--- src/rtl/fault_campaign_ctrl_if.sv ---
// Campaign sequencer bundle: control inputs, DUT reset/fault
// strobe, per-experiment result and campaign counters.
interface fault_campaign_ctrl_if #(
   parameter int N_TARGETS = 7,
   parameter int DATA_W    = 32
);
   localparam int TGT_W = (N_TARGETS > 1) ? $clog2(N_TARGETS) : 1;

   logic              start;
   logic [1:0]        fault_mode;
   logic              run_begin;
   logic              run_done;
   logic              dut_rstn;
   logic              fault_valid;
   logic [1:0]        fault_op;
   logic [TGT_W-1:0]  fault_target;
   logic [DATA_W-1:0] fault_mask;
   logic              result_valid;
   logic [1:0]        result_code;
   logic [15:0]       exp_count;
   logic [15:0]       cnt_inj;
   logic [15:0]       cnt_done_inj;
   logic [15:0]       cnt_timeout;
   logic              busy;
   logic              campaign_done;

   modport master (
      input  start, fault_mode, run_begin, run_done,
      output dut_rstn, fault_valid, fault_op, fault_target,
      output fault_mask, result_valid, result_code,
      output exp_count, cnt_inj, cnt_done_inj, cnt_timeout,
      output busy, campaign_done
   );

   modport slave (
      output start, fault_mode, run_begin, run_done,
      input  dut_rstn, fault_valid, fault_op, fault_target,
      input  fault_mask, result_valid, result_code,
      input  exp_count, cnt_inj, cnt_done_inj, cnt_timeout,
      input  busy, campaign_done
   );
endinterface

--- src/rtl/fault_campaign_ctrl.sv ---
// Fault-injection campaign sequencer: resets the CPU, draws an
// injection from an LFSR, fires it, and tallies each outcome.
module fault_campaign_ctrl #(
   parameter int          N_TARGETS    = 7,
   parameter int          DATA_W       = 32,
   parameter int          NEXP         = 10,
   parameter int          FR_THRESH    = 179,
   parameter int          DELAY_MIN    = 900,
   parameter int          DELAY_SPAN_W = 11,
   parameter logic [31:0] TIMEOUT      = 32'hC000,
   parameter int          RST_CYC      = 3,
   parameter int          PULSE_CYC    = 1,
   parameter logic [31:0] SEED         = 32'h1
) (
   input  logic                  clk,
   input  logic                  rstn,
   fault_campaign_ctrl_if.master bus
);
   localparam int TGT_W = (N_TARGETS > 1) ? $clog2(N_TARGETS) : 1;
   localparam int BIT_W = $clog2(DATA_W);
   localparam logic [31:0] SPAN_MASK =
      (32'd1 << DELAY_SPAN_W) - 32'd1;
   localparam logic [31:0] POLY = 32'h8020_0003;

   typedef enum logic [2:0] {
      S_IDLE,
      S_RST,
      S_WAIT_BEGIN,
      S_ARM,
      S_INJECT,
      S_WAIT_DONE,
      S_RECORD,
      S_DONE
   } state_t;

   state_t            state;
   logic [31:0]       r;
   logic              start_q;
   logic [31:0]       rcnt;
   logic [31:0]       dcnt;
   logic [31:0]       pcnt;
   logic [31:0]       tcnt;
   logic [31:0]       delay_q;
   logic              inj_q;
   logic              fired_q;

   logic              dut_rstn_q;
   logic              fv_q;
   logic [1:0]        op_q;
   logic [TGT_W-1:0]  tgt_q;
   logic [DATA_W-1:0] mask_q;
   logic              rv_q;
   logic [1:0]        rc_q;
   logic [15:0]       exp_q;
   logic [15:0]       inj_cnt_q;
   logic [15:0]       dinj_q;
   logic [15:0]       to_q;
   logic              busy_q;
   logic              cdone_q;

   logic              draw_inj;
   logic [TGT_W-1:0]  draw_tgt;
   logic [BIT_W-1:0]  draw_bit;
   logic [31:0]       draw_delay;
   logic [DATA_W-1:0] draw_mask;
   logic              go;
   logic              in_run;
   logic              timeout_hit;
   logic              end_now;
   logic [1:0]        end_code;
   logic              last_exp;

   function automatic logic [15:0] sat_inc(input logic [15:0] v);
      return (v == 16'hFFFF) ? v : v + 16'd1;
   endfunction

   assign draw_inj = (32'(r[7:0]) < 32'(FR_THRESH))
                   && (bus.fault_mode != 2'd0);
   assign draw_tgt = TGT_W'(
      (32'(r[15:8]) * 32'(N_TARGETS)) >> 8);
   assign draw_bit   = r[16 +: BIT_W];
   assign draw_delay = 32'(DELAY_MIN)
                     + (32'(r[31:21]) & SPAN_MASK);

   // Mask shape follows the fault flavour being armed.
   always_comb begin
      draw_mask = '0;
      unique case (1'b1)
         (bus.fault_mode == 2'd1): draw_mask = '1;
         (bus.fault_mode == 2'd2):
            draw_mask = DATA_W'(1) << draw_bit;
         default: draw_mask = '0;
      endcase
   end

   assign go = (state == S_IDLE && bus.start)
            || (state == S_DONE && bus.start && !start_q);
   assign in_run = (state == S_ARM) || (state == S_INJECT)
                || (state == S_WAIT_DONE);
   assign timeout_hit = (tcnt == TIMEOUT);
   assign end_now  = in_run && (bus.run_done || timeout_hit);
   assign end_code = bus.run_done ? {1'b0, fired_q} : 2'd2;
   assign last_exp = (32'(exp_q) + 32'd1) == 32'(NEXP);

   // Galois LFSR free-runs so draws depend on run_begin timing.
   always_ff @(posedge clk) begin
      if (!rstn) begin
         r <= SEED;
      end else begin
         r <= (r >> 1) ^ (r[0] ? POLY : 32'h0);
      end
   end

   // Campaign sequencer with all outputs registered.
   always_ff @(posedge clk) begin
      if (!rstn) begin
         state      <= S_IDLE;
         start_q    <= 1'b0;
         rcnt       <= '0;
         dcnt       <= '0;
         pcnt       <= '0;
         tcnt       <= '0;
         delay_q    <= '0;
         inj_q      <= 1'b0;
         fired_q    <= 1'b0;
         dut_rstn_q <= 1'b0;
         fv_q       <= 1'b0;
         op_q       <= 2'd0;
         tgt_q      <= '0;
         mask_q     <= '0;
         rv_q       <= 1'b0;
         rc_q       <= 2'd0;
         exp_q      <= '0;
         inj_cnt_q  <= '0;
         dinj_q     <= '0;
         to_q       <= '0;
         busy_q     <= 1'b0;
         cdone_q    <= 1'b0;
      end else begin
         start_q <= bus.start;
         rv_q    <= 1'b0;
         tcnt    <= tcnt + 32'd1;
         if (go) begin
            exp_q      <= '0;
            inj_cnt_q  <= '0;
            dinj_q     <= '0;
            to_q       <= '0;
            busy_q     <= 1'b1;
            cdone_q    <= 1'b0;
            dut_rstn_q <= 1'b0;
            rcnt       <= '0;
            state      <= S_RST;
         end else if (end_now) begin
            rv_q  <= 1'b1;
            rc_q  <= end_code;
            fv_q  <= 1'b0;
            state <= S_RECORD;
         end else begin
            unique case (state)
               S_IDLE: begin
                  dut_rstn_q <= 1'b1;
               end
               S_RST: begin
                  if (rcnt == 32'(RST_CYC) - 32'd1) begin
                     dut_rstn_q <= 1'b1;
                     state      <= S_WAIT_BEGIN;
                  end else begin
                     rcnt <= rcnt + 32'd1;
                  end
               end
               S_WAIT_BEGIN: begin
                  if (bus.run_begin) begin
                     inj_q   <= draw_inj;
                     fired_q <= 1'b0;
                     op_q    <= bus.fault_mode;
                     tgt_q   <= draw_tgt;
                     mask_q  <= draw_mask;
                     delay_q <= draw_delay;
                     dcnt    <= '0;
                     tcnt    <= '0;
                     if (draw_inj) begin
                        inj_cnt_q <= sat_inc(inj_cnt_q);
                     end
                     state <= S_ARM;
                  end
               end
               S_ARM: begin
                  if (dcnt == delay_q - 32'd1) begin
                     if (inj_q) begin
                        fv_q    <= 1'b1;
                        fired_q <= 1'b1;
                        pcnt    <= '0;
                        state   <= S_INJECT;
                     end else begin
                        state <= S_WAIT_DONE;
                     end
                  end else begin
                     dcnt <= dcnt + 32'd1;
                  end
               end
               S_INJECT: begin
                  if (pcnt == 32'(PULSE_CYC) - 32'd1) begin
                     fv_q  <= 1'b0;
                     state <= S_WAIT_DONE;
                  end else begin
                     pcnt <= pcnt + 32'd1;
                  end
               end
               S_WAIT_DONE: begin
                  state <= S_WAIT_DONE;
               end
               S_RECORD: begin
                  exp_q <= sat_inc(exp_q);
                  if (rc_q == 2'd1) begin
                     dinj_q <= sat_inc(dinj_q);
                  end
                  if (rc_q == 2'd2) begin
                     to_q <= sat_inc(to_q);
                  end
                  if (last_exp) begin
                     busy_q  <= 1'b0;
                     cdone_q <= 1'b1;
                     state   <= S_DONE;
                  end else begin
                     dut_rstn_q <= 1'b0;
                     rcnt       <= '0;
                     state      <= S_RST;
                  end
               end
               S_DONE: begin
                  state <= S_DONE;
               end
               default: begin
                  state <= S_IDLE;
               end
            endcase
         end
      end
   end

   assign bus.dut_rstn      = dut_rstn_q;
   assign bus.fault_valid   = fv_q;
   assign bus.fault_op      = op_q;
   assign bus.fault_target  = tgt_q;
   assign bus.fault_mask    = mask_q;
   assign bus.result_valid  = rv_q;
   assign bus.result_code   = rc_q;
   assign bus.exp_count     = exp_q;
   assign bus.cnt_inj       = inj_cnt_q;
   assign bus.cnt_done_inj  = dinj_q;
   assign bus.cnt_timeout   = to_q;
   assign bus.busy          = busy_q;
   assign bus.campaign_done = cdone_q;
endmodule

--- src/flat_wrapper.sv ---
// flat-port wrapper written by rule: the top's interface ports become plain ports
module fault_campaign_ctrl_flat 
#(
   parameter int          N_TARGETS    = 7,
   parameter int          DATA_W       = 32,
   parameter int          NEXP         = 10,
   parameter int          FR_THRESH    = 179,
   parameter int          DELAY_MIN    = 900,
   parameter int          DELAY_SPAN_W = 11,
   parameter logic [31:0] TIMEOUT      = 32'hC000,
   parameter int          RST_CYC      = 3,
   parameter int          PULSE_CYC    = 1,
   parameter logic [31:0] SEED         = 32'h1
)
  (clk, rstn, bus_start, bus_fault_mode, bus_run_begin, bus_run_done, bus_dut_rstn, bus_fault_valid, bus_fault_op, bus_fault_target, bus_fault_mask, bus_result_valid, bus_result_code, bus_exp_count, bus_cnt_inj, bus_cnt_done_inj, bus_cnt_timeout, bus_busy, bus_campaign_done);
  fault_campaign_ctrl_if #(.N_TARGETS(N_TARGETS), .DATA_W(DATA_W)) bus_i ();
  input  logic clk;
  input  logic rstn;
  input wire logic [$bits(bus_i.start)-1:0] bus_start;
  input wire logic [$bits(bus_i.fault_mode)-1:0] bus_fault_mode;
  input wire logic [$bits(bus_i.run_begin)-1:0] bus_run_begin;
  input wire logic [$bits(bus_i.run_done)-1:0] bus_run_done;
  output wire logic [$bits(bus_i.dut_rstn)-1:0] bus_dut_rstn;
  output wire logic [$bits(bus_i.fault_valid)-1:0] bus_fault_valid;
  output wire logic [$bits(bus_i.fault_op)-1:0] bus_fault_op;
  output wire logic [$bits(bus_i.fault_target)-1:0] bus_fault_target;
  output wire logic [$bits(bus_i.fault_mask)-1:0] bus_fault_mask;
  output wire logic [$bits(bus_i.result_valid)-1:0] bus_result_valid;
  output wire logic [$bits(bus_i.result_code)-1:0] bus_result_code;
  output wire logic [$bits(bus_i.exp_count)-1:0] bus_exp_count;
  output wire logic [$bits(bus_i.cnt_inj)-1:0] bus_cnt_inj;
  output wire logic [$bits(bus_i.cnt_done_inj)-1:0] bus_cnt_done_inj;
  output wire logic [$bits(bus_i.cnt_timeout)-1:0] bus_cnt_timeout;
  output wire logic [$bits(bus_i.busy)-1:0] bus_busy;
  output wire logic [$bits(bus_i.campaign_done)-1:0] bus_campaign_done;
  assign bus_i.start = bus_start;
  assign bus_i.fault_mode = bus_fault_mode;
  assign bus_i.run_begin = bus_run_begin;
  assign bus_i.run_done = bus_run_done;
  assign bus_dut_rstn = bus_i.dut_rstn;
  assign bus_fault_valid = bus_i.fault_valid;
  assign bus_fault_op = bus_i.fault_op;
  assign bus_fault_target = bus_i.fault_target;
  assign bus_fault_mask = bus_i.fault_mask;
  assign bus_result_valid = bus_i.result_valid;
  assign bus_result_code = bus_i.result_code;
  assign bus_exp_count = bus_i.exp_count;
  assign bus_cnt_inj = bus_i.cnt_inj;
  assign bus_cnt_done_inj = bus_i.cnt_done_inj;
  assign bus_cnt_timeout = bus_i.cnt_timeout;
  assign bus_busy = bus_i.busy;
  assign bus_campaign_done = bus_i.campaign_done;
  fault_campaign_ctrl #(.N_TARGETS(N_TARGETS), .DATA_W(DATA_W), .NEXP(NEXP), .FR_THRESH(FR_THRESH), .DELAY_MIN(DELAY_MIN), .DELAY_SPAN_W(DELAY_SPAN_W), .TIMEOUT(TIMEOUT), .RST_CYC(RST_CYC), .PULSE_CYC(PULSE_CYC), .SEED(SEED)) u_core (.clk(clk), .rstn(rstn), .bus(bus_i));
endmodule
--- config.mk ---
export PLATFORM = sky130hd
export DESIGN_NAME = fault_campaign_ctrl_flat
export DESIGN_NICKNAME = d
export VERILOG_FILES = /design/src/rtl/fault_campaign_ctrl_if.sv /design/src/rtl/fault_campaign_ctrl.sv /design/src/flat_wrapper.sv
export SDC_FILE = /design/constraint.sdc
export NUM_CORES = 1
export LEC_CHECK = 0
export CAP_MARGIN = 5
export CORE_AREA = 3 3 179 181
export DETAILED_ROUTE_END_ITERATION = 8
export DIE_AREA = 0 0 182 184
export GPL_TIMING_DRIVEN = 0
export PLACE_DENSITY = 0.63
export SLEW_MARGIN = 20
export SYNTH_ARGS = -nofsm -noshare
export SYNTH_HDL_FRONTEND = slang
export SYNTH_SLANG_ARGS = --single-unit
--- constraint.sdc ---
create_clock -name clk -period 4.8 [get_ports clk]
set_input_delay 0.72 -clock clk [delete_from_list [all_inputs] [get_ports clk]]
set_output_delay 0.72 -clock clk [all_outputs]
set_load 0.05 [all_outputs]
==> summary.txt <==
Outcome
  • Outcome: finished, final reports clean

Floorplan
  • Core area: 0.0306 sq mm
  • Die W: 182 um
  • Num rows: 64
  • Initial core utilization: 0.450
  • Boundary Pins: 115
  • Vert. Die Dim: 184 um
  • Die ar.: 0.0335 sq mm

Placed design
  • # port buffers: 114
  • Hpwl dp: 23800 um
  • Gp weighted congestion: 0.859
  • Inst Count DP: 2151

Synthesis
  • Sequential element share of the synthesized area: 0.416
  • FFs w/ async S/R, synth: 0
  • Post-synthesis adder-cell area fraction: 0.0356
  • Post-synth EDFFs: 0
  • Xor/xnor cell area share of the yosys netlist: 0.0871
  • Multiplexer area fraction after synthesis: 0.0124
  • Yosys reg bits: 286
  • Synth cell types: 76
  • Compound-Gate Fraction of Synth Area: 0.136
  • Avg Cell Area, Syn: 8.38 sq um
  • Warnings, synthesis: 0
  • Syn_nets: 1683
  • Post-synthesis simple-gate area fraction: 0.277
  • Largest family of logic cells by synthesized area: simple AND/OR/NAND/NOR gates
  • Netlist Area Pre-Place: 0.0138 sq mm
  • Top_reg_cell synth: dfxtp_1
  • Synthesized instance count: 1641

CTS
  • H-tree depth: 1
  • Clock Pin Slew Worst Setup and Hold Paths: 0.06 ns
  • Postcts setup bufs: 0
  • Worst-skew pair later-pin latency: 0.55 ns
  • Clock Path Buffers: 3
  • Clock buffer count from CTS: 31
  • CTS sink cnt: 286
  • CTS Hold Bufs: 0
  • Post-CTS sizing: 0
  • CTS Root Cell: clkbuf_16
  • CTS tree: built

Worst setup path
  • Worst Path Max Fanout: 10
  • WP data arrival: 4.48 ns
  • RR Endpoint: u_core.pcnt[6]
  • Worst r2r path cells: 12
  • R2R Setup Slk: 0.74 ns
  • Setup crit start kind: flop
  • Type of the worst setup path: flop to flop
  • Crit. End Element: flop
  • Worst EP required: 5.22 ns
  • RR Startpoint: u_core.delay_q[2]

STA
  • Setup TNS: 0 ns
  • RSZ-0062 raised after global routing: no
  • Fmax: 246 MHz
  • Max-slew violations: 0
  • # setup viols final: 0
  • Worst slew pin tran: 1.14 ns
  • Final Cycle Share: 0.847
  • Hold Vio Cnt, Final: 0
  • Clk_skew: 0.00758 ns
  • Fin crit period: 4.06 ns
  • Max-slew headroom: 0.231

Cells and area
  • Most frequent cells in the layout: dfxtp_1 (286), nor2_1 (173), nand2_1 (151)
  • P&R area growth vs syn: 19.3%
  • Share of layout cells above drive strength 1: 0.0459
  • Most common cell after layout, fill and taps aside: dfxtp_1
  • Area occupied by multi-input gates: 0.00755 sq mm
  • Sequential cell area: 0.00573 sq mm
  • Finished Layout Cells: 2205
  • Fillers: 2933
  • Post-layout nets: 1830
  • # diodes: 0

Global route
  • Antenna violations before repair: 0
  • Global-route wire length before repair: 55500 um
  • Vias in the first global route: 11200
  • Total gr overflow: 0
  • Pin count of the biggest net entering global routing: 15
  • Global-route usage over all layers: 0.194

Drt
  • Total number of vias: 11800
  • Post-DRT Antenna Nets: 0
  • Total wire length: 33300 um
  • Drt pass-1 iters: 5
  • DR iter-0 viols: 718
  • Drt drc: 0
  • Vias/cell: 5.35
  • Wire length per cell: 15.1 um

Worst hold path
  • Hold_sp: u_core.bus.fault_mask[16]
  • Hold depth: 2
  • Hold path endpoint: u_core.bus.fault_mask[16]
  • Hold crit path type: flop to flop

Run
  • Max_cap viols: 0

Power and ir drop
  • Pleak: 5.75 nW
  • PD cells: 318 mW/mm^2
  • Max IR drop VDD: 0.285 mV
[registers in the layout (all words and copies together) (netlist names), 2 cells and up]
signal / cells
u_core.bus.fault_target: 3
u_core.dcnt: 32
u_core.bus.result_code: 2
u_core.bus.fault_op: 2
u_core.bus.fault_mask: 32
u_core.pcnt: 32
u_core.r: 32
u_core.delay_q: 12
u_core.bus.cnt_done_inj: 16
u_core.tcnt: 32
u_core.state: 3
u_core.rcnt: 32
u_core.bus.cnt_inj: 16
u_core.bus.exp_count: 16
u_core.bus.cnt_timeout: 16
[worst max path at each step]
stage,startpoint,end,cells after the start
after global routing,u_core.delay_q[2],u_core.pcnt[9],12
after CTS,u_core.delay_q[2],u_core.pcnt[15],12
after floorplan,u_core.delay_q[3],u_core.pcnt[23],14
after detailed placement,u_core.delay_q[3],u_core.pcnt[15],13
final,u_core.delay_q[2],u_core.pcnt[6],12
after global placement,u_core.delay_q[3],u_core.pcnt[17],13
[area by class of cell]
class,instances,area share
Clock inverter,5,0.00343
Buffer,75,0.0188
Inverter,47,0.0108
Timing Repair Buffer,114,0.0695
Multi-Input combinational cell,1233,0.460
Clock buffer,49,0.0581
Sequential cell,286,0.349
Tap cell,396,0.0302
[report_power, final]
part           leakage [nW]  internal, mW  switching (mW)  total, mW
logic                  2.94         0.149           0.268      0.417
clock network         0.496          1.40           0.962       2.36
registers              2.31          2.41          0.0357       2.44
[Yosys cell counts (15+ instances only)]
master    instances  area, sq um
and2_1           46          288
and4_1           17          149
ha_1             28          350
dfxtp_1         286         5730
nand2_1         151          567
nand3_1          66          330
nand2b_1         15         93.8
nor3_1           37          185
inv_1            47          176
clkbuf_1         59          221
xnor2_1          65          569
xor2_1           70          613
a21oi_1         114          571
o21ai_0         104          521
nor4_1           31          194
mux2i_1          17          170
nor2_1          173          649
or3_1            59          369
nand4_1          49          307
and3_1           35          219
[cell families after synthesis]
group	Yosys count
AOI/OAI and AO/OA	310
xor gates and xnor gates	136
adders and majority gates	35
buffers and inverters	122
DFF	286
muxes	17
and+or+nand+nor	735
[critical path, cell delays in order (launching register included)]
cell,delay [ns]
dfxtp_1,0.40
nor4_4,0.42
nand4b_1,0.22
nor3_1,0.18
ha_1,0.26
xnor2_1,0.13
nor4_1,0.17
o211ai_1,0.17
nor3_1,0.44
nand4b_4,0.31
o31ai_2,0.65
clkbuf_1,0.47
nor2_1,0.10
[metal layers]
layer	vias to the layer above	track usage	wire length, um	part of all wire
li1	6071	-	-	-
met1	5503	0.261	15700	0.47
met2	183	0.325	15300	0.46
met3	43	0.0338	1510	0.045
met4	0	0.0512	769	0.023
met5	-	0	0	0
[per-stage QoR]
step / hold slack, ns / worst slack, ns / power (mW) / utilization / instance area (sq um)
final: 0.450 / 0.737 / 5.22 / 0.536 / 16400
after global routing: 0.471 / 0.269 / 5.41 / 0.536 / 16400
after CTS: 0.457 / 0.375 / 5.29 / 0.536 / 16400
after detailed placement: 0.439 / 0.388 / 2.91 / 0.503 / 15400
after global placement: 0.434 / 0.427 / 2.91 / 0.503 / 15400
after floorplan: 0.423 / 1.34 / 2.79 / - / 13800
Note: power is estimated with default switching activity, not from simulation.
